--- config.mk ---
export PLATFORM = sky130hd
export DESIGN_NAME = cmd_dispatch
export DESIGN_NICKNAME = d
export VERILOG_FILES = /design/src/rtl/cmd_dispatch.sv
export SDC_FILE = /design/constraint.sdc
export NUM_CORES = 1
export LEC_CHECK = 0
export CORE_ASPECT_RATIO = 1.75
export CORE_MARGIN = 10
export CORE_UTILIZATION = 50
export DETAILED_ROUTE_END_ITERATION = 8
export HOLD_SLACK_MARGIN = 0.03
export PLACE_DENSITY = 0.78
export REMOVE_ABC_BUFFERS = 1
export SLEW_MARGIN = 10
export SYNTH_ARGS = -nofsm -noshare
export SYNTH_HDL_FRONTEND = slang
export SYNTH_SLANG_ARGS = --single-unit
--- constraint.sdc ---
create_clock -name clk -period 2.3 [get_ports clk]
set_input_delay 0.23 -clock clk [delete_from_list [all_inputs] [get_ports clk]]
set_output_delay 0.23 -clock clk [all_outputs]
set_load 0.01 [all_outputs]
--- src/rtl/cmd_dispatch.sv ---
// Three-byte UART command dispatcher: drives SPI targets, capture config registers and dump requests.
// Optional build macro CMD_TIMEOUT_EN abandons a partially received command after 0xFFFF idle cycles.
`timescale 1ns/1ps
module cmd_dispatch (
    input  logic        clk,
    input  logic        rst_n,
    input  logic        rx_rdy,
    input  logic [7:0]  rx_data,
    output logic        clr_rx_rdy,
    output logic        trmt,
    output logic [7:0]  tx_data,
    input  logic        tx_done,
    output logic        spi_wrt,
    output logic [15:0] spi_cmd,
    input  logic        spi_done,
    input  logic [15:0] spi_rd,
    output logic [2:0]  ss_sel,
    output logic [8:0]  trig_pos,
    output logic [3:0]  decimator,
    output logic [5:0]  trig_cfg,
    output logic        dump_req,
    output logic [1:0]  dump_ch,
    input  logic        dump_done,
    input  logic        capture_done
);
    localparam logic [7:0] OP_DUMP_CH  = 8'h01;
    localparam logic [7:0] OP_CFG_GAIN = 8'h02;
    localparam logic [7:0] OP_TRIG_LVL = 8'h03;
    localparam logic [7:0] OP_TRIG_POS = 8'h04;
    localparam logic [7:0] OP_SET_DEC  = 8'h05;
    localparam logic [7:0] OP_TRIG_CFG = 8'h06;
    localparam logic [7:0] OP_TRIG_RD  = 8'h07;
    localparam logic [7:0] OP_EEP_WRT  = 8'h08;
    localparam logic [7:0] OP_EEP_RD   = 8'h09;
    localparam logic [7:0] RESP_ACK    = 8'hA5;
    localparam logic [7:0] RESP_NAK    = 8'hEE;

    typedef enum logic [3:0] {IDLE, RX2, RX3, DECODE, SPI1, SPI2, DUMP, RESP, RESP_WAIT} state_t;

    state_t     state_reg;
    logic [7:0] opcode_reg;
    logic [5:0] byte2_reg;
    logic [7:0] byte3_reg;
    logic [7:0] resp_reg;
    logic       rx_accept;
    logic       timeout_hit;
    logic       unused_spi_hi;

    // The UART flag is still high during the acknowledge cycle, so ignore it then.
    assign rx_accept     = rx_rdy && !clr_rx_rdy;
    assign unused_spi_hi = &{1'b0, spi_rd[15:8]};

    function automatic logic [7:0] gain_code(input logic [2:0] sel);
        case (sel)
            3'd0:    gain_code = 8'h02;
            3'd1:    gain_code = 8'h05;
            3'd2:    gain_code = 8'h09;
            3'd3:    gain_code = 8'h13;
            3'd4:    gain_code = 8'h27;
            3'd5:    gain_code = 8'h4B;
            3'd6:    gain_code = 8'h8E;
            default: gain_code = 8'hD1;
        endcase
    endfunction

`ifdef CMD_TIMEOUT_EN
    logic [15:0] idle_cnt_reg;

    always_ff @(posedge clk or negedge rst_n) begin
        if (!rst_n) begin
            idle_cnt_reg <= '0;
        end else if ((state_reg == RX2 || state_reg == RX3) && !rx_accept) begin
            if (idle_cnt_reg != 16'hFFFF)
                idle_cnt_reg <= idle_cnt_reg + 16'd1;
        end else begin
            idle_cnt_reg <= '0;
        end
    end

    assign timeout_hit = (idle_cnt_reg == 16'hFFFF);
`else
    assign timeout_hit = 1'b0;
`endif

    always_ff @(posedge clk or negedge rst_n) begin
        if (!rst_n) begin
            state_reg  <= IDLE;
            opcode_reg <= '0;
            byte2_reg  <= '0;
            byte3_reg  <= '0;
            resp_reg   <= '0;
            clr_rx_rdy <= 1'b0;
            trmt       <= 1'b0;
            tx_data    <= '0;
            spi_wrt    <= 1'b0;
            spi_cmd    <= '0;
            ss_sel     <= '0;
            trig_pos   <= 9'h100;
            decimator  <= '0;
            trig_cfg   <= 6'h03;
            dump_req   <= 1'b0;
            dump_ch    <= '0;
        end else begin
            clr_rx_rdy <= 1'b0;
            trmt       <= 1'b0;
            spi_wrt    <= 1'b0;
            // A TRIG_CFG write later in this block overrides the capture flag.
            if (capture_done)
                trig_cfg[5] <= 1'b1;

            case (state_reg)
                IDLE: if (rx_accept) begin
                    opcode_reg <= rx_data;
                    clr_rx_rdy <= 1'b1;
                    state_reg  <= RX2;
                end
                RX2: if (rx_accept) begin
                    byte2_reg  <= rx_data[5:0];
                    clr_rx_rdy <= 1'b1;
                    state_reg  <= RX3;
                end else if (timeout_hit) begin
                    state_reg  <= IDLE;
                end
                RX3: if (rx_accept) begin
                    byte3_reg  <= rx_data;
                    clr_rx_rdy <= 1'b1;
                    state_reg  <= DECODE;
                end else if (timeout_hit) begin
                    state_reg  <= IDLE;
                end
                DECODE: begin
                    resp_reg  <= RESP_ACK;
                    state_reg <= RESP;
                    case (opcode_reg)
                        OP_DUMP_CH: begin
                            dump_req  <= 1'b1;
                            dump_ch   <= byte2_reg[1:0];
                            state_reg <= DUMP;
                        end
                        OP_CFG_GAIN: if (byte2_reg[1:0] == 2'd3) begin
                            resp_reg  <= RESP_NAK;
                        end else begin
                            spi_cmd   <= {8'h13, gain_code(byte2_reg[4:2])};
                            ss_sel    <= {1'b0, byte2_reg[1:0]};
                            spi_wrt   <= 1'b1;
                            state_reg <= SPI1;
                        end
                        OP_TRIG_LVL: if (byte3_reg >= 8'd46 && byte3_reg <= 8'd201) begin
                            spi_cmd   <= {8'h13, byte3_reg};
                            ss_sel    <= 3'd3;
                            spi_wrt   <= 1'b1;
                            state_reg <= SPI1;
                        end else begin
                            resp_reg  <= RESP_NAK;
                        end
                        OP_TRIG_POS: trig_pos  <= {byte2_reg[0], byte3_reg};
                        OP_SET_DEC:  decimator <= byte3_reg[3:0];
                        OP_TRIG_CFG: trig_cfg  <= byte2_reg;
                        OP_TRIG_RD:  resp_reg  <= {2'b00, trig_cfg};
                        OP_EEP_WRT: begin
                            spi_cmd   <= {2'b01, byte2_reg, byte3_reg};
                            ss_sel    <= 3'd4;
                            spi_wrt   <= 1'b1;
                            state_reg <= SPI1;
                        end
                        OP_EEP_RD: begin
                            spi_cmd   <= {2'b00, byte2_reg, 8'h00};
                            ss_sel    <= 3'd4;
                            spi_wrt   <= 1'b1;
                            state_reg <= SPI1;
                        end
                        default: resp_reg <= RESP_NAK;
                    endcase
                end
                SPI1: if (spi_done) begin
                    if (opcode_reg == OP_EEP_RD) begin
                        // Second word clocks out the addressed EEPROM byte.
                        spi_cmd   <= 16'h0000;
                        spi_wrt   <= 1'b1;
                        state_reg <= SPI2;
                    end else begin
                        state_reg <= RESP;
                    end
                end
                SPI2: if (spi_done) begin
                    resp_reg  <= spi_rd[7:0];
                    state_reg <= RESP;
                end
                DUMP: if (dump_done) begin
                    dump_req  <= 1'b0;
                    state_reg <= IDLE;
                end
                RESP: begin
                    trmt      <= 1'b1;
                    tx_data   <= resp_reg;
                    state_reg <= RESP_WAIT;
                end
                RESP_WAIT: if (tx_done)
                    state_reg <= IDLE;
                default: state_reg <= IDLE;
            endcase
        end
    end
endmodule

==> metrics.txt <==
crit start category=flop; DRT antenna net count=0; setup slack, reg-to-reg=140 ps; I/O pins=83; status=finished clean; WP data arrival=2370 ps; unique cell type count in the Yosys netlist=62; Synth async-reset ratio=100%; Leak Pwr=0.00231 µW; initial antenna violation count=0; GPL Wtd Cong=0.840; Crit Path Category=reg2reg; Final Hold Viols=0; die width=87.7 µm; PD cells=1290 nW/µm²; vias in the first global route=3339; Compound-Gate Fraction of Synth Area=14.9%; cts bufs inserted=9; worst vdd ir=720 µV; multiplexer share of the synthesized area=12.6%; crit path time final=2160 ps; Slew HR=64.4%; Critical Path End Type=flop; Post-Syn Area=4010 µm²; share of layout cells above drive strength 1=21.5%; largest family of logic cells by synthesized area=simple AND/OR/NAND/NOR gates; Ys Warns=0; die area=12100 µm²; All-Layer GR Usage=18.2%; final setup violation count=0; H-tree depth=3; TritonCTS clock tree=done; Tightest Pin Transition=534 ps; pin count of the biggest net entering global routing=53; number of synthesized flops with an enable pin=0; Synth Area in Simple Gates=16.4%; Mapped Cells=371; max FFs per register=15; Post-synth top flop=dfrtp_1; WL final=10.7 mm; Worst-Skew Late Latency=340 ps; clock-pin slew on the worst setup and hold paths=60 ps; crit path cell chain=or4_4 > nor3_4 > nand4_2 > buf_4 > nand2_1 > a21oi_1; core area=7860 µm²; DRC violation total after the first TritonRoute iteration=148; Area Growth Syn to Fin=31.2%; Regs by FF count=spi_cmd: 15 flops, trig_pos: 9 flops; final global-route overflow total=0; flop and latch count out of synthesis=85; DP HPWL=8.05 mm; routed vias/inst=5.80; setup_tns=0 ps; final period utilization=93.7%; Post-Synth Adder-Cell Area=0%; Syn Area/Cell=10.8 µm²; Die H=138 µm; CP max FO=14; required time worst endpoint=2520 ps; Clock Sinks=85; Initial Util=51.0%; Post-Synth XOR/XNOR Area=0.218%; worst min path class=in2async; CP max stage cell=or4_4; row count=43; DR vias=3226; final core occ=67.0%; DR WL/cell=19.3 µm; Clk Tree Root Cell=clkbuf_16; Filler cells=608; Clock Tree Buf Depth=2; Final Hold Slack=378 ps; DRT Pass-1 Iters=5; post-layout net count=492; # Max-Cap Violations=0; CP peak stage delay=560 ps; first-pass GRT wire length=17.5 mm; RSZ-0062 raised after global routing=no; highest clock rate=464 MHz; ant diodes=0; Largest Register=spi_cmd; Slew Viols, Final=0; post-route clock skew=4.45 ps; I/O Buffers=73; DRC=0; sequential area share after synthesis=53.2%
## cell usage after synthesis (all sizes together) (3+ instances only)
cell type	n	area share, %
clkbuf	14	1.3
a21oi	16	2.0
mux2	43	12
a32o	3	0.75
dfstp	3	2.0
nand3b	4	0.75
nand2b	7	1.1
buf	6	0.78
nor3	8	1.3
nor2	23	2.2
nand2	47	4.4
nand4	4	0.78
dfrtp	82	51
o211ai	9	1.7
nand3	5	0.62
inv	5	0.47
o21ai	27	3.4
nor2b	9	1.4
a31oi	3	0.47
nor3b	3	0.69
a22oi	6	1.2
a211oi	4	0.75
## per-stage QoR
step	area, µm²	instances	setup slack (ps)	power (µW)
2_1_floorplan	3930	351	245	4050
3_3_place_gp	4970	539	184	5350
3_5_place_dp	4970	539	141	5430
4_1_cts	5260	556	130	6800
5_1_grt	5260	556	21.1	7180
6_report	5260	556	144	6770
## metal layers
layer  vias to the layer above  part of all wire [%]  GRT usage, %
met5                         -                     0             0
met4                         0                   3.0          9.19
met3                        21                   4.4          4.59
met2                        93                    55          31.3
met1                      1586                    37          19.6
li1                       1526                     -             -
## worst paths after layout
kind                                    start          end  depth (start not counted)
max in group asynchronous               rst_n  trig_cfg[1]                          3
worst min-delay path                    rst_n      spi_wrt                          2
min in group clk                  resp_reg[0]   tx_data[0]                          2
worst max-delay path            opcode_reg[4]   spi_cmd[8]                          6
worst min register to register    resp_reg[0]   tx_data[0]                          2
worst max register to register  opcode_reg[4]   spi_cmd[8]                          6
## cell usage in the layout (no fill, tap or decap), types with 5 or more instances in the layout
master / netlist / final
a21oi_1: 16 / 16
a22oi_1: 5 / 5
buf_4: 1 / 25
clkbuf_16: 0 / 9
clkdlybuf4s50_1: 0 / 72
dfrtp_1: 82 / 82
inv_1: 5 / 5
mux2_2: 43 / 43
nand2_1: 47 / 46
nand2b_1: 7 / 7
nand3_1: 5 / 5
nor2_1: 23 / 22
nor2b_1: 9 / 9
nor3_1: 7 / 7
o211ai_1: 9 / 9
o21ai_0: 25 / 25
## kinds of logic (layout without fill, tap and decap cells)
family | Yosys count | count (layout)
and+or+nand+nor | 124 | 124
AOI/OAI and AO/OA | 89 | 89
DFF | 85 | 85
muxes | 45 | 45
buffers and inverters | 26 | 121
other | 1 | 1
xor gates and xnor gates | 1 | 1
## critical path: cells and delay by family, from the launching register on
family | cells | cell delay [ps]
buffers and inverters | 1 | 300
flip-flops | 1 | 420
AO/OA/AOI/OAI | 1 | 60
AND/OR/NAND/NOR | 4 | 1250
## where the power goes
part           total, µW  internal (µW)  switching (µW)
Clock               1340            784             556
Sequential          2540           2030             507
Combinational       2890           1450            1440
Total               6770           4270            2500
## final cells by class
type / instances / area [µm²] / area share [%]
tap: 90 / 113 / 2.14
inverter: 6 / 22.5 / 0.428
clock inverter: 4 / 22.5 / 0.428
multi-input combinational: 260 / 1780 / 33.8
clock buffer: 12 / 256 / 4.88
sequential: 85 / 2130 / 40.5
timing repair buffer: 99 / 938 / 17.8
## what timing repair did
item | CTS | global route
hold buffers | 1 | 0
resized for setup | 0 | 2
setup buffers | 0 | 0
endpoints found under the hold margin | 33 | 0
endpoints found under the setup margin | 0 | 5
Power figures use the tool's default switching activity.
